## src/rtl/picomips_pkg.sv

```systemverilog
// Shared types and constants for the picoMIPS board I/O sequencer.
package picomips_pkg;

    typedef enum logic [2:0] {
        ARM   = 3'd0,
        IN_HI = 3'd1,
        IN_LO = 3'd2,
        RUN   = 3'd3,
        SHOW  = 3'd4
    } io_state_t;

    localparam int PICOMIPS_DATA_W = 8;

    // Board switch bit positions
    localparam int SW_RESET_BIT = 9;
    localparam int SW_HS_BIT    = 8;
    localparam int SW_DATA_MSB  = 7;
    localparam int SW_DATA_LSB  = 0;

    function automatic int idx_w(input int n);
        return (n > 1) ? $clog2(n) : 1;
    endfunction

endpackage

```

## src/rtl/picomips_io_ctrl_if.sv

```systemverilog
// Core-side bus between the I/O sequencer (master) and the picoMIPS core (slave).
interface picomips_io_ctrl_if #(
    parameter int DATA_W = 8,
    parameter int SEL_W  = 1
);
    logic              cpu_run;
    logic              cpu_start;
    logic [SEL_W-1:0]  cpu_in_sel;
    logic [DATA_W-1:0] cpu_in_data;
    logic              cpu_out_we;
    logic [DATA_W-1:0] cpu_out_data;

    modport master (
        output cpu_run, cpu_start, cpu_in_data,
        input  cpu_in_sel, cpu_out_we, cpu_out_data
    );

    modport slave (
        input  cpu_run, cpu_start, cpu_in_data,
        output cpu_in_sel, cpu_out_we, cpu_out_data
    );
endinterface

```

## src/rtl/picomips_hs_filter.sv

```systemverilog
// SW8 handshake synchroniser, edge detector and optional debouncer.
// Optional feature: define PICOMIPS_HS_DEBOUNCE_EN to enable the debounce counter.
module picomips_hs_filter #(
    parameter int SYNC_STAGES     = 2,
    parameter int DEBOUNCE_CYCLES = 16
) (
    input  logic clk,
    input  logic reset,
    input  logic hs_async_i,
    output logic hs_s_o,
    output logic rise_o,
    output logic fall_o,
    output logic ready_o
);

`ifdef PICOMIPS_HS_DEBOUNCE_EN
    localparam int READY_CYCLES = SYNC_STAGES + 1 + DEBOUNCE_CYCLES;
`else
    localparam int READY_CYCLES = SYNC_STAGES + 1;
`endif
    localparam int RDY_W = $clog2(READY_CYCLES + 1);

    logic [SYNC_STAGES-1:0] sync_q;
    logic                   raw_s;
    logic                   hs_s;
    logic                   hs_d_q;
    logic [RDY_W-1:0]       ready_cnt_q;

    always_ff @(posedge clk) begin
        if (reset) begin
            sync_q[0] <= 1'b0;
        end else begin
            sync_q[0] <= hs_async_i;
        end
    end

    for (genvar gi = 1; gi < SYNC_STAGES; gi++) begin : g_sync
        always_ff @(posedge clk) begin
            if (reset) begin
                sync_q[gi] <= 1'b0;
            end else begin
                sync_q[gi] <= sync_q[gi-1];
            end
        end
    end

    assign raw_s = sync_q[SYNC_STAGES-1];

`ifdef PICOMIPS_HS_DEBOUNCE_EN
    localparam int CNT_W = $clog2(DEBOUNCE_CYCLES + 1);

    logic [CNT_W-1:0] db_cnt_q;
    logic             db_level_q;

    // Level follows raw only after DEBOUNCE_CYCLES consecutive disagreeing samples
    always_ff @(posedge clk) begin
        if (reset) begin
            db_cnt_q   <= '0;
            db_level_q <= 1'b0;
        end else if (raw_s != db_level_q) begin
            if (db_cnt_q == CNT_W'(DEBOUNCE_CYCLES - 1)) begin
                db_cnt_q   <= '0;
                db_level_q <= raw_s;
            end else begin
                db_cnt_q <= db_cnt_q + 1'b1;
            end
        end else begin
            db_cnt_q <= '0;
        end
    end

    assign hs_s = db_level_q;
`else
    logic unused_debounce;
    assign unused_debounce = (DEBOUNCE_CYCLES != 0);
    assign hs_s = raw_s;
`endif

    // The filtered level is meaningless until the pipeline has refilled after reset
    always_ff @(posedge clk) begin
        if (reset) begin
            hs_d_q      <= 1'b0;
            ready_cnt_q <= '0;
        end else begin
            hs_d_q <= hs_s;
            if (ready_cnt_q != RDY_W'(READY_CYCLES)) begin
                ready_cnt_q <= ready_cnt_q + 1'b1;
            end
        end
    end

    assign hs_s_o  = hs_s;
    assign rise_o  = hs_s & ~hs_d_q;
    assign fall_o  = ~hs_s & hs_d_q;
    assign ready_o = (ready_cnt_q == RDY_W'(READY_CYCLES));

endmodule

```

## src/rtl/picomips_io_ctrl.sv

```systemverilog
// Switch/LED I/O sequencer: captures operands, runs the core, shows results on LED.
// Optional feature: PICOMIPS_HS_DEBOUNCE_EN (handshake debounce, see picomips_hs_filter).
module picomips_io_ctrl
    import picomips_pkg::*;
#(
    parameter int DATA_W          = PICOMIPS_DATA_W,
    parameter int N_IN            = 2,
    parameter int N_OUT           = 2,
    parameter int SYNC_STAGES     = 2,
    parameter int DEBOUNCE_CYCLES = 16
) (
    input  logic                 clk,
    input  logic                 reset,
    input  logic                 sw_handshake,
    input  logic [DATA_W-1:0]    sw_data,
    picomips_io_ctrl_if.master   cpu,
    output logic [DATA_W-1:0]    led,
    output logic                 busy
);

    localparam int SEL_W = idx_w(N_IN);
    localparam int OI_W  = idx_w(N_OUT);

    io_state_t         state_q, state_d;
    logic [SEL_W-1:0]  ii_q, ii_d;
    logic [OI_W-1:0]   oi_q, oi_d;
    logic [DATA_W-1:0] led_q, led_d;
    logic              cpu_start_q;
    logic              in_we, out_we;

    logic [DATA_W-1:0] in_buf_q  [N_IN];
    logic [DATA_W-1:0] out_buf_q [N_OUT];

    logic hs_s, hs_rise, hs_fall, hs_ready;

    picomips_hs_filter #(
        .SYNC_STAGES     (SYNC_STAGES),
        .DEBOUNCE_CYCLES (DEBOUNCE_CYCLES)
    ) u_hs_filter (
        .clk        (clk),
        .reset      (reset),
        .hs_async_i (sw_handshake),
        .hs_s_o     (hs_s),
        .rise_o     (hs_rise),
        .fall_o     (hs_fall),
        .ready_o    (hs_ready)
    );

    always_ff @(posedge clk) begin
        if (reset) begin
            state_q     <= ARM;
            ii_q        <= '0;
            oi_q        <= '0;
            led_q       <= '0;
            cpu_start_q <= 1'b0;
        end else begin
            state_q     <= state_d;
            ii_q        <= ii_d;
            oi_q        <= oi_d;
            led_q       <= led_d;
            cpu_start_q <= (state_d == RUN) && (state_q != RUN);
        end
    end

    always_comb begin
        state_d = state_q;
        ii_d    = ii_q;
        oi_d    = oi_q;
        led_d   = led_q;
        in_we   = 1'b0;
        out_we  = 1'b0;
        case (state_q)
            ARM: begin
                // A switch held high through reset must first be seen low
                if (hs_ready && !hs_s) begin
                    state_d = IN_HI;
                end
            end
            IN_HI: begin
                if (hs_rise) begin
                    in_we   = 1'b1;
                    state_d = IN_LO;
                end
            end
            IN_LO: begin
                if (hs_fall) begin
                    if (ii_q == SEL_W'(N_IN - 1)) begin
                        ii_d    = '0;
                        state_d = RUN;
                    end else begin
                        ii_d    = ii_q + 1'b1;
                        state_d = IN_HI;
                    end
                end
            end
            RUN: begin
                if (cpu.cpu_out_we) begin
                    out_we = 1'b1;
                    if (oi_q == OI_W'(N_OUT - 1)) begin
                        oi_d    = '0;
                        state_d = SHOW;
                        // Word 0 is still being written when there is only one result
                        led_d   = (oi_q == '0) ? cpu.cpu_out_data : out_buf_q[0];
                    end else begin
                        oi_d = oi_q + 1'b1;
                    end
                end
            end
            SHOW: begin
                if (hs_rise || hs_fall) begin
                    if (32'(oi_q) < N_OUT - 1) begin
                        oi_d  = oi_q + 1'b1;
                        led_d = out_buf_q[oi_q + 1'b1];
                    end else begin
                        oi_d    = '0;
                        state_d = ARM;
                    end
                end
            end
            default: begin
                state_d = ARM;
            end
        endcase
    end

    for (genvar gi = 0; gi < N_IN; gi++) begin : g_in_buf
        always_ff @(posedge clk) begin
            if (reset) begin
                in_buf_q[gi] <= '0;
            end else if (in_we && (ii_q == SEL_W'(gi))) begin
                in_buf_q[gi] <= sw_data;
            end
        end
    end

    for (genvar gi = 0; gi < N_OUT; gi++) begin : g_out_buf
        always_ff @(posedge clk) begin
            if (reset) begin
                out_buf_q[gi] <= '0;
            end else if (out_we && (oi_q == OI_W'(gi))) begin
                out_buf_q[gi] <= cpu.cpu_out_data;
            end
        end
    end

    always_comb begin
        cpu.cpu_in_data = '0;
        if (32'(cpu.cpu_in_sel) < N_IN) begin
            cpu.cpu_in_data = in_buf_q[cpu.cpu_in_sel];
        end
    end

    assign cpu.cpu_run   = (state_q == RUN);
    assign cpu.cpu_start = cpu_start_q;
    assign led           = led_q;
    assign busy          = (state_q != IN_HI) && (state_q != ARM);

endmodule

```

## src/flat_wrapper.sv

```systemverilog
// flat-port wrapper written by rule: the top's interface ports become plain ports
module picomips_io_ctrl_flat import picomips_pkg::*;
#(
    parameter int DATA_W          = PICOMIPS_DATA_W,
    parameter int N_IN            = 2,
    parameter int N_OUT           = 2,
    parameter int SYNC_STAGES     = 2,
    parameter int DEBOUNCE_CYCLES = 16
)
  (clk, reset, sw_handshake, sw_data, led, busy, cpu_cpu_run, cpu_cpu_start, cpu_cpu_in_data, cpu_cpu_in_sel, cpu_cpu_out_we, cpu_cpu_out_data);
  picomips_io_ctrl_if #(.DATA_W(DATA_W), .SEL_W(1)) cpu_i ();
  input  logic clk;
  input  logic reset;
  input  logic sw_handshake;
  input  logic [DATA_W-1:0] sw_data;
  output logic [DATA_W-1:0] led;
  output logic busy;
  output wire logic [$bits(cpu_i.cpu_run)-1:0] cpu_cpu_run;
  output wire logic [$bits(cpu_i.cpu_start)-1:0] cpu_cpu_start;
  output wire logic [$bits(cpu_i.cpu_in_data)-1:0] cpu_cpu_in_data;
  input wire logic [$bits(cpu_i.cpu_in_sel)-1:0] cpu_cpu_in_sel;
  input wire logic [$bits(cpu_i.cpu_out_we)-1:0] cpu_cpu_out_we;
  input wire logic [$bits(cpu_i.cpu_out_data)-1:0] cpu_cpu_out_data;
  assign cpu_cpu_run = cpu_i.cpu_run;
  assign cpu_cpu_start = cpu_i.cpu_start;
  assign cpu_cpu_in_data = cpu_i.cpu_in_data;
  assign cpu_i.cpu_in_sel = cpu_cpu_in_sel;
  assign cpu_i.cpu_out_we = cpu_cpu_out_we;
  assign cpu_i.cpu_out_data = cpu_cpu_out_data;
  picomips_io_ctrl #(.DATA_W(DATA_W), .N_IN(N_IN), .N_OUT(N_OUT), .SYNC_STAGES(SYNC_STAGES), .DEBOUNCE_CYCLES(DEBOUNCE_CYCLES)) u_core (.clk(clk), .reset(reset), .sw_handshake(sw_handshake), .sw_data(sw_data), .cpu(cpu_i), .led(led), .busy(busy));
endmodule
```

## config.mk

```make
export PLATFORM = sky130hd
export DESIGN_NAME = picomips_io_ctrl_flat
export DESIGN_NICKNAME = d
export VERILOG_FILES = /design/src/rtl/picomips_pkg.sv /design/src/rtl/picomips_io_ctrl_if.sv /design/src/rtl/picomips_hs_filter.sv /design/src/rtl/picomips_io_ctrl.sv /design/src/flat_wrapper.sv
export SDC_FILE = /design/constraint.sdc
export NUM_CORES = 1
export LEC_CHECK = 0
export ABC_AREA = 1
export CORE_ASPECT_RATIO = 0.6
export CORE_MARGIN = 8
export CORE_UTILIZATION = 40
export CTS_BUF_LIST = sky130_fd_sc_hd__clkbuf_8
export DETAILED_ROUTE_END_ITERATION = 10
export SLEW_MARGIN = 20
export SYNTH_ARGS = -nofsm -noshare
export SYNTH_HDL_FRONTEND = slang
export SYNTH_SLANG_ARGS = --single-unit
```

## constraint.sdc

```tcl
create_clock -name clk -period 2.7 [get_ports clk]
set_input_delay 0.675 -clock clk [delete_from_list [all_inputs] [get_ports clk]]
set_output_delay 0.675 -clock clk [all_outputs]
set_load 0.03 [all_outputs]
```

==> results of run 1 <==
-- final timing paths --
check | startpoint | to | slack [ns] | cells after the start
max | cpu_cpu_in_sel | cpu_cpu_in_data[5] | 0.05 | 4
min | u_core.u_hs_filter.sync_q[0] | u_core.u_hs_filter.hs_s_o | 0.41 | 2
max reg2reg | u_core.state_q[0] | u_core.in_buf_q[0][7] | 0.91 | 5
min reg2reg | u_core.u_hs_filter.sync_q[0] | u_core.u_hs_filter.hs_s_o | 0.41 | 2
-- critical path: cells and delay by family --
kind     cells  cell delay [ns]
buf+inv      3             0.97
mux          1             0.32
-- placed cells by master (no fill, tap or decap) --
cell	instances
nor2_4	1
or2_2	1
dlygate4sd2_1	3
nand2_2	2
clkinv_1	1
edfxtp_1	32
ha_1	3
nand4_1	1
nand3_4	3
o21ai_0	14
dfxtp_2	1
clkbuf_2	3
inv_2	1
a21oi_1	3
nor2_2	1
nand2_1	39
inv_1	46
clkbuf_8	5
clkdlybuf4s50_1	31
bufinv_16	1
nand3_2	1
clkdlybuf4s15_1	2
mux2_2	8
nor3_1	3
xor2_1	1
dfxtp_1	18
nor2_1	57
nand3_1	4
a31oi_1	1
buf_4	8
clkinv_2	1
-- logic make-up (layout without fill, tap and decap cells) --
| family | Yosys count | after routing | share of synthesized area, % |
|---|---|---|---|
| buffers and inverters | 54 | 102 | 9.62 |
| AO/OA/AOI/OAI | 18 | 18 | 3.99 |
| XOR/XNOR | 1 | 1 | 0.383 |
| adder cells (fa/ha/maj) | 3 | 3 | 1.64 |
| multiplexers | 8 | 8 | 3.93 |
| AND/OR/NAND/NOR | 113 | 113 | 21.9 |
| flip-flops | 51 | 51 | 58.6 |
-- stage by stage --
stage | cells | setup slack (ns) | hold WS (ns)
global route | 376 | 0.0000262 | 0.429
floorplan | 248 | 0.632 | 0.388
global placement | 368 | -0.187 | 0.390
finish | 376 | 0.0451 | 0.408
detailed placement | 368 | -0.199 | 0.398
CTS | 376 | 0.0305 | 0.412
-- state kept, by name, summed over array words and instances, names as in the netlist --
signal / cells
u_core.oi_q: 1
u_core.u_hs_filter.ready_cnt_q: 2
u_core.ii_q: 1
u_core.state_q: 3
u_core.u_hs_filter.hs_s_o: 1
u_core.u_hs_filter.sync_q: 1
u_core.u_hs_filter.hs_d_q: 1
u_core.cpu.cpu_start: 1
u_core.led: 8
u_core.in_buf_q: 16
u_core.out_buf_q: 16
-- routing by layer --
layer  vias to the layer above  part of all wire (%)  global-route usage (%)
met2                        32                    41                    17.1
met1                       726                    51                    14.8
met4                         0                   1.9                    6.16
met3                         8                   6.3                    3.48
met5                         -                     0                       0
li1                        863                     -                       -
-- power by group through the flow --
| stage | combinational [mW] | clock [mW] | sequential [mW] |
|---|---|---|---|
| after global placement | 0.209 | 0 | 0.897 |
| after floorplan | 0.117 | 0 | 0.904 |
| after detailed placement | 0.212 | 0 | 0.898 |
| final | 0.204 | 0.516 | 0.880 |
| after CTS | 0.208 | 0.541 | 0.880 |
| after global routing | 0.230 | 0.563 | 0.885 |
-- final cells by class --
class	count	area share, %
Inverter	47	6.11
Sequential cell	51	46.5
Tap cell	80	3.47
Clock buffer	5	2.38
Multi-Input combinational cell	143	25.2
Clock inverter	3	1.34
Timing Repair Buffer	47	15.0
==> key figures, run 1 <==
Outcome
  – Status: completed

Power
  – Clock power frac: 32.3%
  – Power per cell area: 554 nW/um^2
  – Comb power frac: 12.7%
  – Internal power: 1.22 mW
  – VDD IR max: 0.215 mV
  – Power, Total: 1.60 mW
  – Pleak: 1.29 nW
  – P_sw: 0.377 mW
  – Switching share of power: 23.6%
  – Sequential share of power: 55.0%

Layout
  – Combined area of the multi-input logic cells: 728 um^2
  – Fin nets: 319
  – Layout cells sized above 1: 12.5%
  – Layout area overhead: 26.1%
  – Ant. Diodes: 0
  – Final core occ: 52.1%
  – Fill cells: 554
  – Final Cell Area: 2890 um^2
  – Storage cell area: 1340 um^2

Routing
  – First-pass DRT Iterations: 4
  – Vias per inst: 4.33
  – Initial DRC count: 65
  – DRC: 0
  – Wire length per cell: 11.9 um
  – Total Routed Length: 4480 um
  – Via count: 1629
  – ANT nets after route: 0

Clock tree
  – Num Clock Sinks: 51
  – Setup bufs post-CTS: 0
  – Clock-pin transition on the worst setup and hold timing paths: 0.08 ns
  – CTS root buf: clkbuf_8
  – Clock Tree Buf Depth: 2
  – # H-tree levels: 2
  – CTS buffer count: 5
  – TritonCTS clock tree: built
  – CTS hold repair buffers: 0
  – Resized cells post-CTS: 8
  – Clock latency on the worst-skew pair: 0.31 ns

Synthesis
  – Mapped Area: 2290 um^2
  – Synth top area share: 42.0%
  – Sequential area share after synthesis: 58.6%
  – Number of flops mapped to enable cells by yosys: 32
  – Ys flop type: edfxtp_1
  – Mapped Cells: 248
  – Post-synth top cells: nor2_1, inv_1, nand2_1
  – Top cell type by total area after synthesis: edfxtp_1
  – Synth async-reset ratio: 0%
  – Most common cell in the netlist: nor2_1
  – Net Count, Synth: 272
  – YS warnings: 0
  – Distinct cells, synth: 24
  – Synth top area cells: edfxtp_1, dfxtp_1, nor2_1
  – Synth Register Bits: 51
  – Synthesized area per cell: 9.23 um^2

Setup path
  – Worst Path Max Fanout: 4
  – Worst Path Required: 2.03 ns
  – Worst setup EP type: primary output
  – Setup crit start kind: input port
  – Slowest Stage Delay on Critical Path: 0.48 ns
  – CP cell instances: clkdlybuf4s50_1 > buf_4 > mux2_2 > dlygate4sd2_1
  – Critical path class: in2out
  – Slowest CP cell: clkdlybuf4s50_1
  – Crit path arrival time: 1.98 ns

Floorplan
  – Die footprint: 8480 um^2
  – Io pins: 40
  – Die height: 74.6 um
  – Number of cell rows: 21
  – Die X: 114 um
  – Starting Density: 41.3%
  – Core area: 5540 um^2

Global routing
  – Gr usage total: 11.5%
  – Largest net degree at the start of global routing: 19
  – Global-route wire length before repair: 7430 um
  – GRT overflow: 0
  – Vias in the first global route: 1602
  – Initial antenna violation count: 0

STA
  – Setup_tns: 0 ns
  – Final setup violation count: 0
  – Slew @ Worst Pin: 0.443 ns
  – Min cycle time layout: 2.65 ns
  – Final hold violation count: 0
  – RSZ-0062 raised after global routing: false
  – Fmax: 0.377 GHz
  – Tcrit/Tclk final: 98.3%
  – Clk_skew: 0.00981 ns
  – Slew Limit Fails: 0
  – Slew margin rel.: 70.2%

Place
  – Area after DPL: 2800 um^2
  – DP Wirelength: 3320 um
  – Port bufs: 39
  – RePlAce Congestion: 0.771

Worst hold path
  – HP Class: reg2reg

Run
  – MaxCap Viol Count: 0
No activity file was read; power rests on OpenSTA's default activity.
==> run 2: changes to the inputs <==
--- a/config.mk
+++ b/config.mk
@@ -11,6 +11,7 @@
 export CORE_UTILIZATION = 40
 export CTS_BUF_LIST = sky130_fd_sc_hd__clkbuf_8
 export DETAILED_ROUTE_END_ITERATION = 10
+export SETUP_SLACK_MARGIN = 0.15
 export SLEW_MARGIN = 20
 export SYNTH_ARGS = -nofsm -noshare
 export SYNTH_HDL_FRONTEND = slang
==> constraint.sdc (replaced) <==
create_clock -name clk -period 2.9 [get_ports clk]
set_input_delay 0.725 -clock clk [delete_from_list [all_inputs] [get_ports clk]]
set_output_delay 0.725 -clock clk [all_outputs]
set_load 0.03 [all_outputs]
==> run 2 against run 1 <==
Compared with the run above: sequential power is 7.0% lower; setup slack better by 0.17 ns; highest routed layer unchanged; critical endpoint is now cpu_cpu_in_data[7]; sequential share of layout area is 0.18 points higher; final area is 0.39% lower; clock skew is 0.0057 ns lower; worst hold slack worse by 0.0023 ns; die area stayed put; combinational power is 5% lower; power is 12% lower; clock-buffer cell count stayed put.
==> key figures, run 2 (synthesis gave the netlist of run 1 again) <==
Routing
  – Initial DRC count: 53
  – Total Routed Length: 4470 um
  – DRC: 0
  – ANT nets after route: 0
  – Vias per inst: 4.39
  – Via count: 1661
  – First-pass DRT Iterations: 4
  – Wire length per cell: 11.8 um

STA
  – Worst Slack Setup Final: 0.213 ns
  – Slew @ Worst Pin: 0.364 ns
  – Slew Limit Fails: 0
  – Slew margin rel.: 75.7%
  – Min cycle time layout: 2.69 ns
  – Final hold violation count: 0
  – Final setup violation count: 0
  – RSZ-0062 raised after global routing: false
  – Fmax: 0.372 GHz
  – Clk_skew: 0.00411 ns
  – Tcrit/Tclk final: 92.7%

Worst hold path
  – Hold depth: 2
  – HP Class: reg2reg

Layout
  – Layout area overhead: 25.6%
  – Commonest non-fill, non-tap cell in the layout: nor2_1
  – Fin nets: 321
  – Most frequent cells in the layout: nor2_1, inv_1, nand2_1, edfxtp_1, clkdlybuf4s50_1
  – Ant. Diodes: 0
  – Fill cells: 530
  – Layout cells sized above 1: 15.1%

Setup path
  – R2R cell count: 5
  – Critical path class: in2out
  – Crit path arrival time: 1.96 ns
  – Worst Path Required: 2.17 ns
  – Worst Path Max Fanout: 4
  – Setup crit start kind: input port
  – Worst setup EP type: primary output

Place
  – RePlAce Congestion: 0.780
  – Place WS: -0.0935 ns
  – DP Wirelength: 3330 um
  – Port bufs: 39

Global routing
  – Largest net degree at the start of global routing: 19
  – Global-route wire length before repair: 7580 um
  – Gr usage total: 11.6%
  – Initial antenna violation count: 0
  – Vias in the first global route: 1538
  – GRT overflow: 0

Floorplan
  – Die X: 114 um
  – Starting Density: 41.3%
  – Io pins: 40
  – Core area: 5540 um^2
  – Die footprint: 8480 um^2
  – Number of cell rows: 21
  – Die height: 74.6 um

Clock tree
  – TritonCTS clock tree: built
  – Clock Tree Buf Depth: 2
  – Clock latency on the worst-skew pair: 0.30 ns
  – CTS root buf: clkbuf_8
  – Clock-pin transition on the worst setup and hold timing paths: 0.09 ns
  – Setup bufs post-CTS: 0
  – CTS hold repair buffers: 0
  – CTS buffer count: 5
  – # H-tree levels: 2
  – Num Clock Sinks: 51

Power
  – Power per cell area: 489 nW/um^2
  – Pleak: 1.28 nW
  – Power, Total: 1.41 mW
  – VDD IR max: 0.268 mV

Outcome
  – Status: completed

Run
  – MaxCap Viol Count: 0
[run 2: cell types whose count changed in the layout (fill, tap and decap cells not counted), sizes merged]
cell and change:
buf +3, dlygate4sd2 -3, bufinv -1, clkbuf +1, clkdlybuf4s15 +1, clkinv +1
[run 2: final timing paths]
| check | from | end | slack (ns) |
|---|---|---|---|
| setup / recovery | cpu_cpu_in_sel | cpu_cpu_in_data[7] | 0.21 |
| hold / removal | u_core.u_hs_filter.sync_q[0] | u_core.u_hs_filter.hs_s_o | 0.41 |
| setup reg to reg | u_core.state_q[0] | u_core.in_buf_q[0][6] | 1.31 |
| hold reg to reg | u_core.u_hs_filter.sync_q[0] | u_core.u_hs_filter.hs_s_o | 0.41 |
[run 2: routing by layer]
layer  vias to the layer above  wire (um)  global-route usage, %
met5                         -          0                      0
met4                         0         64                   4.40
met3                         8        266                   3.97
met2                        28       1700                   15.8
met1                       757       2440                   16.4
li1                        868          -                      -
[run 2: timing repair]
| item | in CTS | in global routing |
|---|---|---|
| resized for setup | 20 | 7 |
| setup endpoints to repair | 8 | 6 |
| cloned | 0 | 0 |
[run 2: final cells by class]
cell class              instances  area, um^2  share of cell area [%]
multi-input cells             143         728                    25.3
inverters                      47         176                    6.14
repair buffers                 49         444                    15.4
clock buffers                   5        68.8                    2.39
flip-flops and latches         51        1340                    46.7
clock inverters                 3        15.0                   0.522
well taps                      80         100                    3.48
[run 2: through the flow]
stage | instance area, um^2 | TNS (ns) | hold slack (ns) | cells | util [%]
detailed placement | 2810 | -0.699 | 0.394 | 370 | 50.7
CTS | 2900 | 0 | 0.407 | 378 | 52.3
global placement | 2810 | -0.634 | 0.400 | 370 | 50.7
finish | 2880 | 0 | 0.405 | 378 | 51.9
global route | 2880 | 0 | 0.424 | 378 | 51.9
floorplan | 2290 | 0 | 0.388 | 248 | -
[run 2: power by group]
part	internal [mW]	switching [mW]
clock	0.166	0.230
combinational	0.0858	0.107
sequential	0.802	0.0166
[run 2: worst max-delay path: stages]
cell and delay (ns):
clkdlybuf4s50_1 0.48, buf_4 0.14, mux2_2 0.34, clkdlybuf4s15_2 0.28
